--- config.mk ---
export PLATFORM = sky130hd
export DESIGN_NAME = wormhole_output_alloc
export DESIGN_NICKNAME = d
export VERILOG_FILES = /design/src/rtl/noc_alloc_pkg.sv /design/src/rtl/matrix_arbiter.sv /design/src/rtl/wormhole_output_alloc.sv
export SDC_FILE = /design/constraint.sdc
export NUM_CORES = 1
export LEC_CHECK = 0
export ABC_AREA = 0
export CELL_PAD_IN_SITES_DETAIL_PLACEMENT = 1
export CELL_PAD_IN_SITES_GLOBAL_PLACEMENT = 1
export CORE_MARGIN = 4
export CORE_UTILIZATION = 25
export CTS_CLUSTER_DIAMETER = 30
export CTS_CLUSTER_SIZE = 20
export DETAILED_ROUTE_END_ITERATION = 10
export GPL_TIMING_DRIVEN = 0
export HOLD_SLACK_MARGIN = 0.12
export PLACE_DENSITY_LB_ADDON = 0.3
export SYNTH_ARGS = -nofsm -noshare
export SYNTH_HDL_FRONTEND = slang
export SYNTH_SLANG_ARGS = --single-unit
--- constraint.sdc ---
create_clock -name clk_i -period 2.2 [get_ports clk_i]
set_input_delay 0.22 -clock clk_i [delete_from_list [all_inputs] [get_ports clk_i]]
set_output_delay 0.22 -clock clk_i [all_outputs]
set_load 0.02 [all_outputs]
--- src/rtl/noc_alloc_pkg.sv ---
// rtl/noc_alloc_pkg.sv - shared state type and width helpers for the output allocator
package noc_alloc_pkg;

  typedef enum logic {
    ALLOC_IDLE   = 1'b0,
    ALLOC_LOCKED = 1'b1
  } alloc_state_e;

  function automatic int credit_w(input int depth);
    return $clog2(depth + 1);
  endfunction

  // Keeps index ports at least one bit wide when only one requester exists.
  function automatic int id_w(input int n);
    return (n > 1) ? $clog2(n) : 1;
  endfunction

endpackage

--- src/rtl/matrix_arbiter.sv ---
// rtl/matrix_arbiter.sv - matrix round-robin arbiter; the winner drops to lowest priority
module matrix_arbiter
  import noc_alloc_pkg::*;
#(
  parameter int  N  = 5,
  localparam int IW = id_w(N)
) (
  input  logic          clk_i,
  input  logic          rst_ni,
  input  logic [N-1:0]  req_i,
  output logic          gnt_vld_o,
  output logic [IW-1:0] gnt_id_o
);

  // prio_q[i][j] set means requester i currently beats requester j.
  logic [N-1:0][N-1:0] prio_q, prio_d;
  logic [N-1:0]        gnt;

  always_comb begin
    for (int i = 0; i < N; i++) begin
      gnt[i] = req_i[i];
      for (int j = 0; j < N; j++) begin
        if (req_i[j] && prio_q[j][i]) gnt[i] = 1'b0;
      end
    end
  end

  always_comb begin
    gnt_vld_o = |gnt;
    gnt_id_o  = '0;
    for (int i = 0; i < N; i++) begin
      if (gnt[i]) gnt_id_o = IW'(i);
    end
  end

  always_comb begin
    prio_d = prio_q;
    for (int i = 0; i < N; i++) begin
      if (gnt[i]) begin
        for (int j = 0; j < N; j++) begin
          prio_d[i][j] = 1'b0;
          if (j != i) prio_d[j][i] = 1'b1;
        end
      end
    end
  end

  always_ff @(posedge clk_i or negedge rst_ni) begin
    if (!rst_ni) begin
      for (int i = 0; i < N; i++) begin
        for (int j = 0; j < N; j++) begin
          prio_q[i][j] <= (i < j);
        end
      end
    end else begin
      prio_q <= prio_d;
    end
  end

endmodule

--- src/rtl/wormhole_output_alloc.sv ---
// rtl/wormhole_output_alloc.sv - wormhole output-port allocator with downstream credit gating
// Define ALLOC_ERR_EN to add the sticky err_o protocol-error flag.
module wormhole_output_alloc
  import noc_alloc_pkg::*;
#(
  parameter int  IN_N      = 5,
  parameter int  BUF_DEPTH = 4,
  localparam int IW        = id_w(IN_N),
  localparam int CW        = credit_w(BUF_DEPTH)
) (
  input  logic            clk_i,
  input  logic            rst_ni,
  input  logic [IN_N-1:0] req_i,
  input  logic [IN_N-1:0] head_i,
  input  logic [IN_N-1:0] tail_i,
  input  logic            credit_i,
  output logic [IN_N-1:0] grant_o,
  output logic [IW-1:0]   grant_id_o,
  output logic            fwd_vld_o,
  output logic            busy_o,
  output logic [CW-1:0]   credit_cnt_o
`ifdef ALLOC_ERR_EN
  ,
  output logic            err_o
`endif
);

  alloc_state_e    state_q, state_d;
  logic [IN_N-1:0] grant_q, grant_d;
  logic [IW-1:0]   grant_id_q, grant_id_d;
  logic [CW-1:0]   cnt_q, cnt_d;
  logic [IN_N-1:0] arb_req;
  logic            arb_vld;
  logic [IW-1:0]   arb_id;
  logic            owner_req, owner_tail;

  // Gating on IDLE keeps the priority matrix frozen for the whole packet.
  assign arb_req = req_i & head_i & {IN_N{state_q == ALLOC_IDLE}};

  matrix_arbiter #(.N(IN_N)) u_arb (
    .clk_i     (clk_i),
    .rst_ni    (rst_ni),
    .req_i     (arb_req),
    .gnt_vld_o (arb_vld),
    .gnt_id_o  (arb_id)
  );

  assign owner_req  = |(req_i & grant_q);
  assign owner_tail = |(tail_i & grant_q);

  always_ff @(posedge clk_i or negedge rst_ni) begin
    if (!rst_ni) begin
      state_q    <= ALLOC_IDLE;
      grant_q    <= '0;
      grant_id_q <= '0;
      cnt_q      <= CW'(BUF_DEPTH);
    end else begin
      state_q    <= state_d;
      grant_q    <= grant_d;
      grant_id_q <= grant_id_d;
      cnt_q      <= cnt_d;
    end
  end

  always_comb begin
    state_d    = state_q;
    grant_d    = grant_q;
    grant_id_d = grant_id_q;
    case (state_q)
      ALLOC_IDLE: begin
        if (arb_vld) begin
          state_d    = ALLOC_LOCKED;
          grant_d    = IN_N'(1) << arb_id;
          grant_id_d = arb_id;
        end
      end
      ALLOC_LOCKED: begin
        if (fwd_vld_o && owner_tail) begin
          state_d    = ALLOC_IDLE;
          grant_d    = '0;
          grant_id_d = '0;
        end
      end
      default: state_d = ALLOC_IDLE;
    endcase
  end

  always_comb begin
    busy_o    = (state_q == ALLOC_LOCKED);
    fwd_vld_o = busy_o && owner_req && (cnt_q != '0);
  end

  // A returned credit at full count is dropped rather than wrapping.
  always_comb begin
    cnt_d = cnt_q;
    if (fwd_vld_o && !credit_i) begin
      cnt_d = cnt_q - CW'(1);
    end else if (!fwd_vld_o && credit_i && (cnt_q != CW'(BUF_DEPTH))) begin
      cnt_d = cnt_q + CW'(1);
    end
  end

  assign grant_o      = grant_q;
  assign grant_id_o   = grant_id_q;
  assign credit_cnt_o = cnt_q;

`ifdef ALLOC_ERR_EN
  logic first_q, first_d;
  logic err_q, err_d;
  logic owner_head;

  assign owner_head = |(head_i & grant_q);

  always_comb begin
    first_d = first_q;
    if ((state_q == ALLOC_IDLE) && arb_vld) begin
      first_d = 1'b1;
    end else if (fwd_vld_o) begin
      first_d = 1'b0;
    end
    err_d = err_q
          | (credit_i & (cnt_q == CW'(BUF_DEPTH)) & ~fwd_vld_o)
          | (fwd_vld_o & owner_head & ~first_q);
  end

  always_ff @(posedge clk_i or negedge rst_ni) begin
    if (!rst_ni) begin
      first_q <= 1'b0;
      err_q   <= 1'b0;
    end else begin
      first_q <= first_d;
      err_q   <= err_d;
    end
  end

  assign err_o = err_q;
`endif

endmodule

==> results of run 1 <==
[stage by stage]
step                      setup WS, ps  instance area, µm²
after global routing              20.8                2130
final                              137                2130
after global placement            -309                1970
after CTS                         28.2                2120
after floorplan                  -3.18                1580
after detailed placement          -356                1970
[registers in the layout (all words and copies together) (netlist names)]
name and cells:
busy_o 1, credit_cnt_o 3, grant_id_o 2, grant_o 5
u_arb.prio_q 20
[cell usage in the layout, fill, tap and decap left out, types with 2 or more instances in the layout]
| master | n |
|---|---|
| a211oi_1 | 2 |
| a32o_1 | 2 |
| and3b_2 | 3 |
| dfstp_2 | 11 |
| o2bb2ai_1 | 2 |
| a22o_1 | 3 |
| o31ai_1 | 2 |
| nand4b_1 | 6 |
| dfrtp_1 | 19 |
| nand2_1 | 17 |
| inv_1 | 7 |
| clkbuf_8 | 6 |
| a222oi_1 | 2 |
| nor2_1 | 21 |
| mux2i_1 | 2 |
| buf_2 | 2 |
| or2_2 | 2 |
| nand3_1 | 8 |
| clkdlybuf4s50_1 | 27 |
| a22oi_1 | 2 |
| a21oi_1 | 4 |
| a21o_1 | 7 |
| o211a_1 | 2 |
| nand4_1 | 3 |
| buf_4 | 3 |
| and2_1 | 3 |
[critical path: stages, from the launching register on]
cell,delay [ps]
dfrtp_1,410
a222oi_1,530
a21oi_4,120
nand2_1,110
fa_2,460
a221oi_2,270
a21o_1,110
[cells by family after synthesis]
group,Yosys count,synth area share
flops,31,0.502
simple gates,73,0.260
mux,2,0.0127
buf+inv,10,0.0318
fa+ha+maj,1,0.0127
compound gates,33,0.174
xor+xnor,1,0.00557
[cell type report]
type,instances,area (µm²)
buffer,3,23.8
sequential,31,791
multi-input combinational,110,753
fill,704,3900
clock inverter,2,35.0
tap,75,93.8
inverter,7,26.3
timing repair buffer,33,322
clock buffer,6,82.6
[power groups by stage]
stage          logic [mW]  clock network (mW)  registers, mW
3_3_place_gp         1.24                   0           1.17
5_1_grt              1.48               0.633           1.20
4_1_cts              1.32               0.601           1.16
3_5_place_dp         1.26                   0           1.17
6_report             1.32               0.589           1.16
2_1_floorplan       0.723                   0           1.20
[per-layer routing]
metal	up-vias	GRT usage	part of all wire
li1	634	-	-
met4	0	0.0460	0.016
met2	17	0.216	0.50
met5	-	0	0
met1	651	0.182	0.46
met3	7	0.0303	0.025
[worst max-delay path by stage]
stage	from	end	slack, ps	cells after the start
global route	grant_o[1]$_DFFE_PN0P_	credit_cnt_o[1]$_DFFE_PN0P_	20	6
global placement	req_i[0]	credit_cnt_o[2]$_DFFE_PN1P_	-310	8
floorplan	credit_cnt_o[2]$_DFFE_PN1P_	credit_cnt_o[1]$_DFFE_PN0P_	-3	6
detailed placement	req_i[0]	credit_cnt_o[2]$_DFFE_PN1P_	-360	8
CTS	req_i[1]	credit_cnt_o[1]$_DFFE_PN0P_	30	7
finish	grant_o[1]$_DFFE_PN0P_	credit_cnt_o[1]$_DFFE_PN0P_	140	6
[what timing repair did]
item                       in CTS  in global routing
hold buffers                    1                  0
setup endpoints to repair       3                  2
buffers inserted                2                  0
pin swaps                       2                  2
hold endpoints to repair       20                  0
gates resized for setup         2                  3
cloned                          0                  0
==> results.tsv, run 1 <==
stage	metric	value	unit
global_routing	largest net degree at the start of global routing	32	
cells_and_area	Layout Cells excl Fill	267	
cts	CTS H-tree lvls	2	
die	initial core utilization	0.261	
die	Die Ht	87.3	µm
global_routing	grt ovf	0	
timing	setup TNS	0	ps
cts	worst-skew pair later-pin latency	290	ps
setup_path	Register-to-Register Setup Slack	140	ps
timing	hold violation count in the final report	0	
timing	Max-slew headroom	0.530	
job	MaxCap Viol Count	0	
power_and_ir_drop	pwr dens	1440	nW/µm²
routing	drt wl/cell	17.5	µm
yosys	async set-reset flop share out of synthesis	1.00	
timing	Tmin final	2060	ps
die	Die W	87.3	µm
setup_path	R2R depth	6	
routing	post-route ant nets	0	
place	post-detail-place hpwl	3550	µm
place	Placed Cells	256	
cts	clock buffer count from CTS	5	
power_and_ir_drop	switching share of power	0.368	
yosys	Yosys top cell by area	dfrtp_1	
timing	Worst Tran Pin Value	706	ps
cts	Worst-path clk slew	70	ps
yosys	Mapped Area	1570	µm²
routing	vias per cell	4.90	
timing	period utilization	0.938	
timing	fin. max-slew vios	0	
power_and_ir_drop	Max rail drop VDD	0.571	mV
cells_and_area	share of cells above drive strength 1	0.219	
power_and_ir_drop	share of power burned in registers	0.377	
setup_path	worst path arrival time	2290	ps
yosys	synth cell count leaders	nor2_1 (21), dfrtp_1 (20), nand2_1 (17)	
die	Die ar.	7620	µm²
cts	CTS tree	yes	
routing	DRC viols	0	
die	Top Ports	31	
global_routing	initial antenna violation count	0	
setup_path	Crit Path Max Fanout	4	
cts	CTS sink cnt	31	
setup_path	Required @ worst endpoint	2430	ps
yosys	Syn Inst Count	151	
yosys	post-synthesis sequential area ratio	0.502	
yosys	syn nets	170	
power_and_ir_drop	clock share of power	0.192	
power_and_ir_drop	switching pwr	1.13	mW
timing	Final Setup Violations	0	
routing	First DRT Iteration DRCs	50	
power_and_ir_drop	Int Power	1.94	mW
yosys	synth unique cells	40	
setup_path	critical path type	flip-flop to flip-flop	
power_and_ir_drop	Combinational Power Share	0.431	
place	placer congestion estimate	0.816	
global_routing	GR Util All Layers	0.136	
place	buffers added on ports	30	
routing	Initial DRT Pass Iterations	4	
routing	via count	1309	
yosys	syn avg cell area	10.4	µm²
timing	skew final	3.72	ps
power_and_ir_drop	Leak	0.956	nW
power_and_ir_drop	Power, Total	3.06	mW
yosys	number of synthesized flops with an enable pin	0	
yosys	FF+latch count, synth	31	
setup_path	CP Capture Type	flip-flop	
global_routing	vias in the first global route	1410	
routing	Post-Route WL	4660	µm
timing	fmax	0.485	GHz
outcome	status	completed	
timing	worst hold slack	459	ps
timing	RSZ-0062 raised after global routing	no	
cells_and_area	post-layout util	0.353	
setup_path	reg-to-reg startpoint	grant_o[1]$_DFFE_PN0P_	
cts	Max Buffers Root-to-Sink	2	
setup_path	worst r2r dst	credit_cnt_o[1]$_DFFE_PN0P_	
cells_and_area	number of nets in the layout	210	
worst_hold_path	WHS Endpoint	u_arb.prio_q[1]$_DFFE_PN1P_	
worst_hold_path	Hold Path Depth	2	
yosys	ranking of synthesized cells by area	dfrtp_1 (32%), dfstp_2 (18%), nor2_1 (5.0%)	
global_routing	first-pass GRT wire length	7760	µm
die	core region area	6030	µm²
cells_and_area	final antenna diode count	0	
yosys	Yosys top cell area share	0.318	
cts	Root Driver	clkbuf_8	
yosys	most frequent cell after synthesis	nor2_1	
worst_hold_path	Hold Crit Class	flip-flop to flip-flop	
worst_hold_path	Worst Min Path Start	u_arb.prio_q[1]$_DFFE_PN1P_	
yosys	Ys Warns	0	
die	# rows	28	
cells_and_area	synth-to-layout area growth	35.4	%
setup_path	Critical Path Start Type	flip-flop	
yosys	Most used DFF post-synth	dfrtp_1	
Note: power is estimated with default switching activity, not from simulation.
==> run 2: changes to the inputs <==
--- a/config.mk
+++ b/config.mk
@@ -9,4 +9,5 @@
 export CELL_PAD_IN_SITES_DETAIL_PLACEMENT = 1
 export CELL_PAD_IN_SITES_GLOBAL_PLACEMENT = 1
+export CORE_ASPECT_RATIO = 0.6
 export CORE_MARGIN = 4
 export CORE_UTILIZATION = 25
==> constraint.sdc (replaced) <==
create_clock -name clk_i -period 2.2 [get_ports clk_i]
set_input_delay 0.22 -clock clk_i [delete_from_list [all_inputs] [get_ports clk_i]]
set_output_delay 0.22 -clock clk_i [all_outputs]
set_load 0.05 [all_outputs]
==> run 2 against run 1 <==
Compared with the run above:
- via count is 1.8% higher
- maximum frequency fell by 2.7%
- combinational power up 30%
- clock skew up 2.0 ps
- global-route usage is 0.39 points lower
- sequential power is 3% higher
- critical path depth unchanged
- first-iteration DRC count grew 80%
- utilization up 1.0 points
- non-clock buffer count is 7 higher
- wire length rose by 0.32%
- sequential share of layout area decreased by 0.99 points
- largest cell class unchanged
- largest power group unchanged
==> results.tsv, run 2 (synthesis gave the netlist of run 1 again) <==
stage	metric	value	unit	change
worst_hold_path	Hold Crit Class	flip-flop to flip-flop		
cells_and_area	Biggest register	u_arb.prio_q		
routing	drt wl/cell	16.5	µm	-5.4%
global_routing	vias in the first global route	1470		+4.3%
global_routing	GR Util All Layers	0.132		-0.00386
timing	RSZ-0062 raised after global routing	yes		
setup_path	critical path type	flip-flop to flip-flop		
cells_and_area	max reg flops	20		unchanged
power_and_ir_drop	switching share of power	0.413		+0.0443
global_routing	GRT Max-Usage Layer	met1		
timing	period utilization	0.963		+0.0257
cells_and_area	share of cells above drive strength 1	0.291		+0.0727
power_and_ir_drop	clock share of power	0.166		-0.026
routing	vias per cell	4.71		-3.9%
cts	CTS tree	yes		
die	Die Ht	69.4	µm	-20%
die	Top Ports	31		unchanged
setup_path	reg-to-reg startpoint	grant_o[1]$_DFFE_PN0P_		
routing	DRC viols	0		unchanged
setup_path	worst stage delay on the critical path	540	ps	about the same
cts	CTS H-tree lvls	2		unchanged
power_and_ir_drop	switching pwr	1.44	mW	+28%
cells_and_area	most common cell after layout, fill and taps aside	clkdlybuf4s50_1		
cts	CTS sink cnt	31		unchanged
power_and_ir_drop	Combinational Power Share	0.490		+0.059
setup_path	Crit-path slowest cell	a222oi_1		
place	Placed Cells	265		+3.5%
setup_path	Register-to-Register Setup Slack	80	ps	-60 ps
power_and_ir_drop	Int Power	2.05	mW	+6.0%
worst_hold_path	Hold Path Depth	2		unchanged
cts	worst-skew pair later-pin latency	280	ps	about the same
timing	fin. max-slew vios	0		unchanged
cts	Root Driver	clkbuf_8		
timing	Max-slew headroom	0.538		+0.00870
outcome	status	completed		
place	buffers added on ports	30		unchanged
setup_path	worst path arrival time	2340	ps	+50 ps
die	core region area	6110	µm²	+1.4%
setup_path	Required @ worst endpoint	2420	ps	about the same
die	# rows	22		-21%
routing	Post-Route WL	4680	µm	+0.32%
timing	Worst Tran Pin Value	692	ps	-13.0 ps
place	placer congestion estimate	0.769		-5.7%
die	initial core utilization	0.257		-0.00363
timing	skew final	5.70	ps	+1.97 ps
timing	Tmin final	2120	ps	+56.6 ps
global_routing	M1 GR Usage	0.203		+0.0215
power_and_ir_drop	pwr dens	1570	nW/µm²	+9.2%
setup_path	CP Capture Type	flip-flop		
setup_path	Buf/Inv on CP	0		unchanged
timing	hold violation count in the final report	0		unchanged
setup_path	Crit Path Max Fanout	7		+3
place	post-detail-place hpwl	3530	µm	-0.63%
setup_path	family with the most delay on the worst path	compound AO/OA/AOI/OAI gates		
power_and_ir_drop	Leak	0.988	nW	+3.3%
timing	worst hold slack	468	ps	+9.07 ps
power_and_ir_drop	share of power burned in registers	0.344		-0.033
global_routing	GRT met2 Usage	0.181		-0.0350
timing	Final Setup Violations	0		unchanged
cells_and_area	number of nets in the layout	217		+3.3%
global_routing	initial antenna violation count	0		unchanged
power_and_ir_drop	Max rail drop VDD	0.738	mV	+29%
die	Die W	110	µm	+26%
setup_path	worst r2r dst	credit_cnt_o[1]$_DFFE_PN0P_		
cts	Worst-path clk slew	70	ps	about the same
setup_path	Cell Chain, Critical Path	a222oi_1 -> a21oi_4 -> nand2_2 -> fa_2 -> a221oi_2 -> a21o_1		
cells_and_area	synth-to-layout area growth	41.2	%	
cells_and_area	number of fill cells in the layout	709		+0.71%
global_routing	grt met3 use	0.0344		+0.00414
global_routing	first-pass GRT wire length	7740	µm	-0.27%
cells_and_area	final antenna diode count	0		unchanged
routing	via count	1333		+1.8%
worst_hold_path	Worst Min Path Start	u_arb.prio_q[1]$_DFFE_PN1P_		
timing	fmax	0.472	GHz	-2.7%
worst_hold_path	WHS Endpoint	u_arb.prio_q[1]$_DFFE_PN1P_		
cts	clock buffer count from CTS	5		unchanged
global_routing	grt ovf	0		unchanged
routing	Initial DRT Pass Iterations	4		unchanged
die	Die ar.	7660	µm²	+0.55%
cts	Max Buffers Root-to-Sink	2		unchanged
setup_path	Critical Path Start Type	flip-flop		
cells_and_area	most frequent cells in the layout	clkdlybuf4s50_1 (27), nor2_1 (21), nand2_1 (16)		
setup_path	R2R depth	6		unchanged
routing	post-route ant nets	0		unchanged
global_routing	largest net degree at the start of global routing	32		unchanged
cells_and_area	Layout Cells excl Fill	283		+6.0%
job	MaxCap Viol Count	0		unchanged
routing	First DRT Iteration DRCs	90		+80%
## run 2: stage by stage
stage / instance area [µm²] / TNS (ps) / total power, mW / utilization / setup WS, ps
detailed placement: 2020 / -718 / 2.76 / 0.330 / -269
finish: 2220 / 0 / 3.49 / 0.363 / 80.4
CTS: 2140 / 0 / 3.36 / 0.351 / 12.2
global route: 2220 / -18.9 / 3.74 / 0.363 / -18.9
floorplan: 1620 / -207 / 2.24 / - / -114
global placement: 2020 / -885 / 2.75 / 0.331 / -302
## run 2: worst max path at each step
stage,depth (start not counted),slack [ps],startpoint,to
finish,6,80,grant_o[1]$_DFFE_PN0P_,credit_cnt_o[1]$_DFFE_PN0P_
global route,6,-20,grant_o[1]$_DFFE_PN0P_,credit_cnt_o[1]$_DFFE_PN0P_
CTS,6,10,grant_o[4]$_DFFE_PN0P_,credit_cnt_o[1]$_DFFE_PN0P_
detailed placement,7,-270,req_i[1],credit_cnt_o[1]$_DFFE_PN0P_
global placement,7,-300,req_i[1],credit_cnt_o[1]$_DFFE_PN0P_
floorplan,6,-110,credit_cnt_o[2]$_DFFE_PN1P_,credit_cnt_o[1]$_DFFE_PN0P_
## run 2: power groups by stage
stage	clock network [mW]	logic (mW)	registers, mW
2_1_floorplan	0	0.809	1.43
5_1_grt	0.629	1.86	1.25
4_1_cts	0.599	1.54	1.21
6_report	0.580	1.71	1.20
3_3_place_gp	0	1.53	1.21
3_5_place_dp	0	1.55	1.21
## run 2: timing repair
action,4_1_cts,5_1_grt
buffers inserted,0,9
pin swaps,2,3
endpoints found under the hold margin,20,0
hold buffers,1,0
endpoints found under the setup margin,2,2
resized for setup,1,2
## run 2: layout make-up
type,instances,area (µm²),area share
timing repair buffer,40,374,0.169
sequential,31,803,0.362
inverter,7,26.3,0.0118
tap,84,105,0.0474
clock inverter,2,35.0,0.0158
clock buffer,6,82.6,0.0372
buffer,3,23.8,0.0107
multi-input combinational,110,769,0.347
## run 2: metal layers
layer	vias up	wire, µm	part of all wire
li1	650	-	-
met1	661	2470	0.53
met2	17	2000	0.43
met3	5	165	0.035
met4	0	42	0.0090
met5	-	0	0
## run 2: tightest hold or removal path, stage by stage, from the launching register on
cell	delay (ps)
dfstp_2	370
nand2_1	50
nand2_1	50
==> run 3: changes to the inputs <==
clock period = 2.43 ns   (was 2.2 ns; I/O delays follow)
==> run 3 against run 2 <==
Compared with the run above:
- flip-flop and latch count unchanged
- critical path depth grew 1
- non-clock buffer count is 9 lower
- combinational power is 21% lower
- hold slack worse by 2.3 ps
- first-iteration DRC count up 10%
- register-to-register slack improved by 180 ps
- final cell count down 3.2%
- clock power fell by 9.1%
- design area is 4.9% lower
- setup slack improved by 160 ps
- largest power group unchanged
==> results.tsv, run 3 (synthesis gave the netlist of run 1 again) <==
stage	metric	value	unit	change
cells_and_area	synth-to-layout area growth	34.3	%	
cells_and_area	share of cells above drive strength 1	0.211		-0.0809
cells_and_area	Biggest register	u_arb.prio_q		
die	Top Ports	31		unchanged
cells_and_area	number of nets in the layout	208		-4.1%
routing	post-route ant nets	0		unchanged
timing	setup TNS	0	ps	unchanged
global_routing	initial antenna violation count	0		unchanged
cells_and_area	most common cell after layout, fill and taps aside	clkdlybuf4s50_1		
power_and_ir_drop	pwr dens	1390	nW/µm²	-11%
outcome	status	completed		
timing	fmax	0.457	GHz	
global_routing	GR Util All Layers	0.125		-0.00680
cts	CTS sink cnt	31		unchanged
routing	via count	1276		-4.3%
setup_path	Crit Path Max Fanout	9		+2
die	Die Ht	69.4	µm	unchanged
timing	RSZ-0062 raised after global routing	no		
timing	period utilization	0.901		
timing	Setup WS post-layout	240	ps	+160 ps
timing	Max-slew headroom	0.528		-0.00997
cells_and_area	max reg flops	20		unchanged
cts	Worst-path clk slew	70	ps	about the same
setup_path	Critical Path Start Type	primary input		
setup_path	Required @ worst endpoint	2650	ps	+230 ps
cts	Max Buffers Root-to-Sink	2		unchanged
cts	clock buffer count from CTS	5		unchanged
timing	Tmin final	2190	ps	
cts	CTS tree	yes		
cts	CTS H-tree lvls	2		unchanged
routing	vias per cell	4.66		-1.1%
routing	Post-Route WL	4440	µm	-5.2%
global_routing	largest net degree at the start of global routing	32		unchanged
power_and_ir_drop	switching pwr	1.23	mW	-15%
cells_and_area	post-layout util	0.345		-0.0178
global_routing	first-pass GRT wire length	7450	µm	-3.7%
timing	hold violation count in the final report	0		unchanged
power_and_ir_drop	Max rail drop VDD	0.623	mV	-15%
timing	Worst Tran Pin Value	707	ps	+15.0 ps
die	Die ar.	7660	µm²	unchanged
cells_and_area	Storage cell area	795	µm²	-1.1%
power_and_ir_drop	clock share of power	0.179		+0.013
power_and_ir_drop	Leak	0.932	nW	-5.6%
place	buffers added on ports	30		unchanged
place	post-detail-place hpwl	3430	µm	-2.7%
power_and_ir_drop	Int Power	1.71	mW	-16%
die	initial core utilization	0.257		unchanged
power_and_ir_drop	Combinational Power Share	0.457		-0.033
timing	Final Setup Violations	0		unchanged
place	post-place setup slack	-63.9	ps	+205 ps
job	MaxCap Viol Count	0		unchanged
die	core region area	6110	µm²	unchanged
setup_path	CP Capture Type	flip-flop		
setup_path	worst path arrival time	2410	ps	+70 ps
cells_and_area	Multi-input gate area	739	µm²	-3.9%
cts	Root Driver	clkbuf_8		
worst_hold_path	Hold Crit Class	flip-flop to flip-flop		
routing	DRC viols	0		unchanged
die	Die W	110	µm	unchanged
power_and_ir_drop	switching share of power	0.418		+0.00485
global_routing	grt ovf	0		unchanged
cells_and_area	number of fill cells in the layout	707		-0.28%
cts	setup bufs post-CTS	0		unchanged
routing	drt wl/cell	16.2	µm	-2.1%
timing	fin. max-slew vios	0		unchanged
cells_and_area	final antenna diode count	0		unchanged
global_routing	vias in the first global route	1381		-6.1%
cts	worst-skew pair later-pin latency	280	ps	about the same
routing	First DRT Iteration DRCs	99		+10%
setup_path	critical path type	primary input to flip-flop		
die	# rows	22		unchanged
timing	skew final	3.51	ps	-2.19 ps
routing	Initial DRT Pass Iterations	4		unchanged
place	placer congestion estimate	0.752		-2.2%
cells_and_area	most frequent cells in the layout	clkdlybuf4s50_1 (28), nor2_1 (21), nand2_1 (17)		
power_and_ir_drop	share of power burned in registers	0.363		+0.019
## run 3: repair_timing
| item | CTS | global route |
|---|---|---|
| hold buffers | 1 | 0 |
| endpoints found under the hold margin | 20 | 0 |
| endpoints found under the setup margin | 1 | 0 |
| resized for setup | 1 | 0 |
## run 3: worst paths after layout
kind	slack, ps	to	cells after the start	from
worst max register to register	260	credit_cnt_o[1]$_DFFE_PN0P_	6	grant_o[1]$_DFFE_PN0P_
worst min-delay path	470	u_arb.prio_q[13]$_DFFE_PN1P_	2	u_arb.prio_q[13]$_DFFE_PN1P_
max in group asynchronous	1380	busy_o$_DFF_PN0_	2	rst_ni
min in group asynchronous	550	u_arb.prio_q[16]$_DFFE_PN0P_	2	rst_ni
worst max-delay path	240	credit_cnt_o[1]$_DFFE_PN0P_	7	req_i[1]
worst min register to register	470	u_arb.prio_q[13]$_DFFE_PN1P_	2	u_arb.prio_q[13]$_DFFE_PN1P_
## run 3: critical path, cell delays in order
cell and delay, ps:
clkdlybuf4s50_1 480, a222oi_1 530, a21oi_4 180, nand2_1 120, fa_1 430, a221oi_1 300, a21o_1 110
## run 3: area by class of cell
| class | instances | share of cell area |
|---|---|---|
| flip-flops and latches | 31 | 0.376 |
| multi-input cells | 110 | 0.350 |
| repair buffers | 31 | 0.144 |
| well taps | 84 | 0.0498 |
| clock buffers | 6 | 0.0391 |
| clock inverters | 2 | 0.0166 |
| inverters | 7 | 0.0124 |
| plain buffers | 3 | 0.0113 |
## run 3: power by group through the flow
stage | Combinational [mW] | Sequential, mW | Clock (mW)
finish | 1.35 | 1.07 | 0.527
global route | 1.47 | 1.11 | 0.563
CTS | 1.36 | 1.07 | 0.540
detailed placement | 1.37 | 1.07 | 0
global placement | 1.35 | 1.08 | 0
floorplan | 0.706 | 1.27 | 0
## run 3: stage by stage
step	hold slack, ps	instance area, µm²	instances	power [mW]
floorplan	-52.6	1580	151	1.98
global placement	450	1990	265	2.44
detailed placement	333	1980	265	2.44
CTS	468	2110	274	2.98
global route	474	2110	274	3.15
finish	466	2110	274	2.94
## run 3: per-layer routing
metal  vias up  track usage  part of all wire
met1       633        0.192              0.52
li1        626            -                 -
met4         0       0.0246            0.0034
met3         2       0.0372             0.040
met5         -            0                 0
met2        15        0.173              0.44
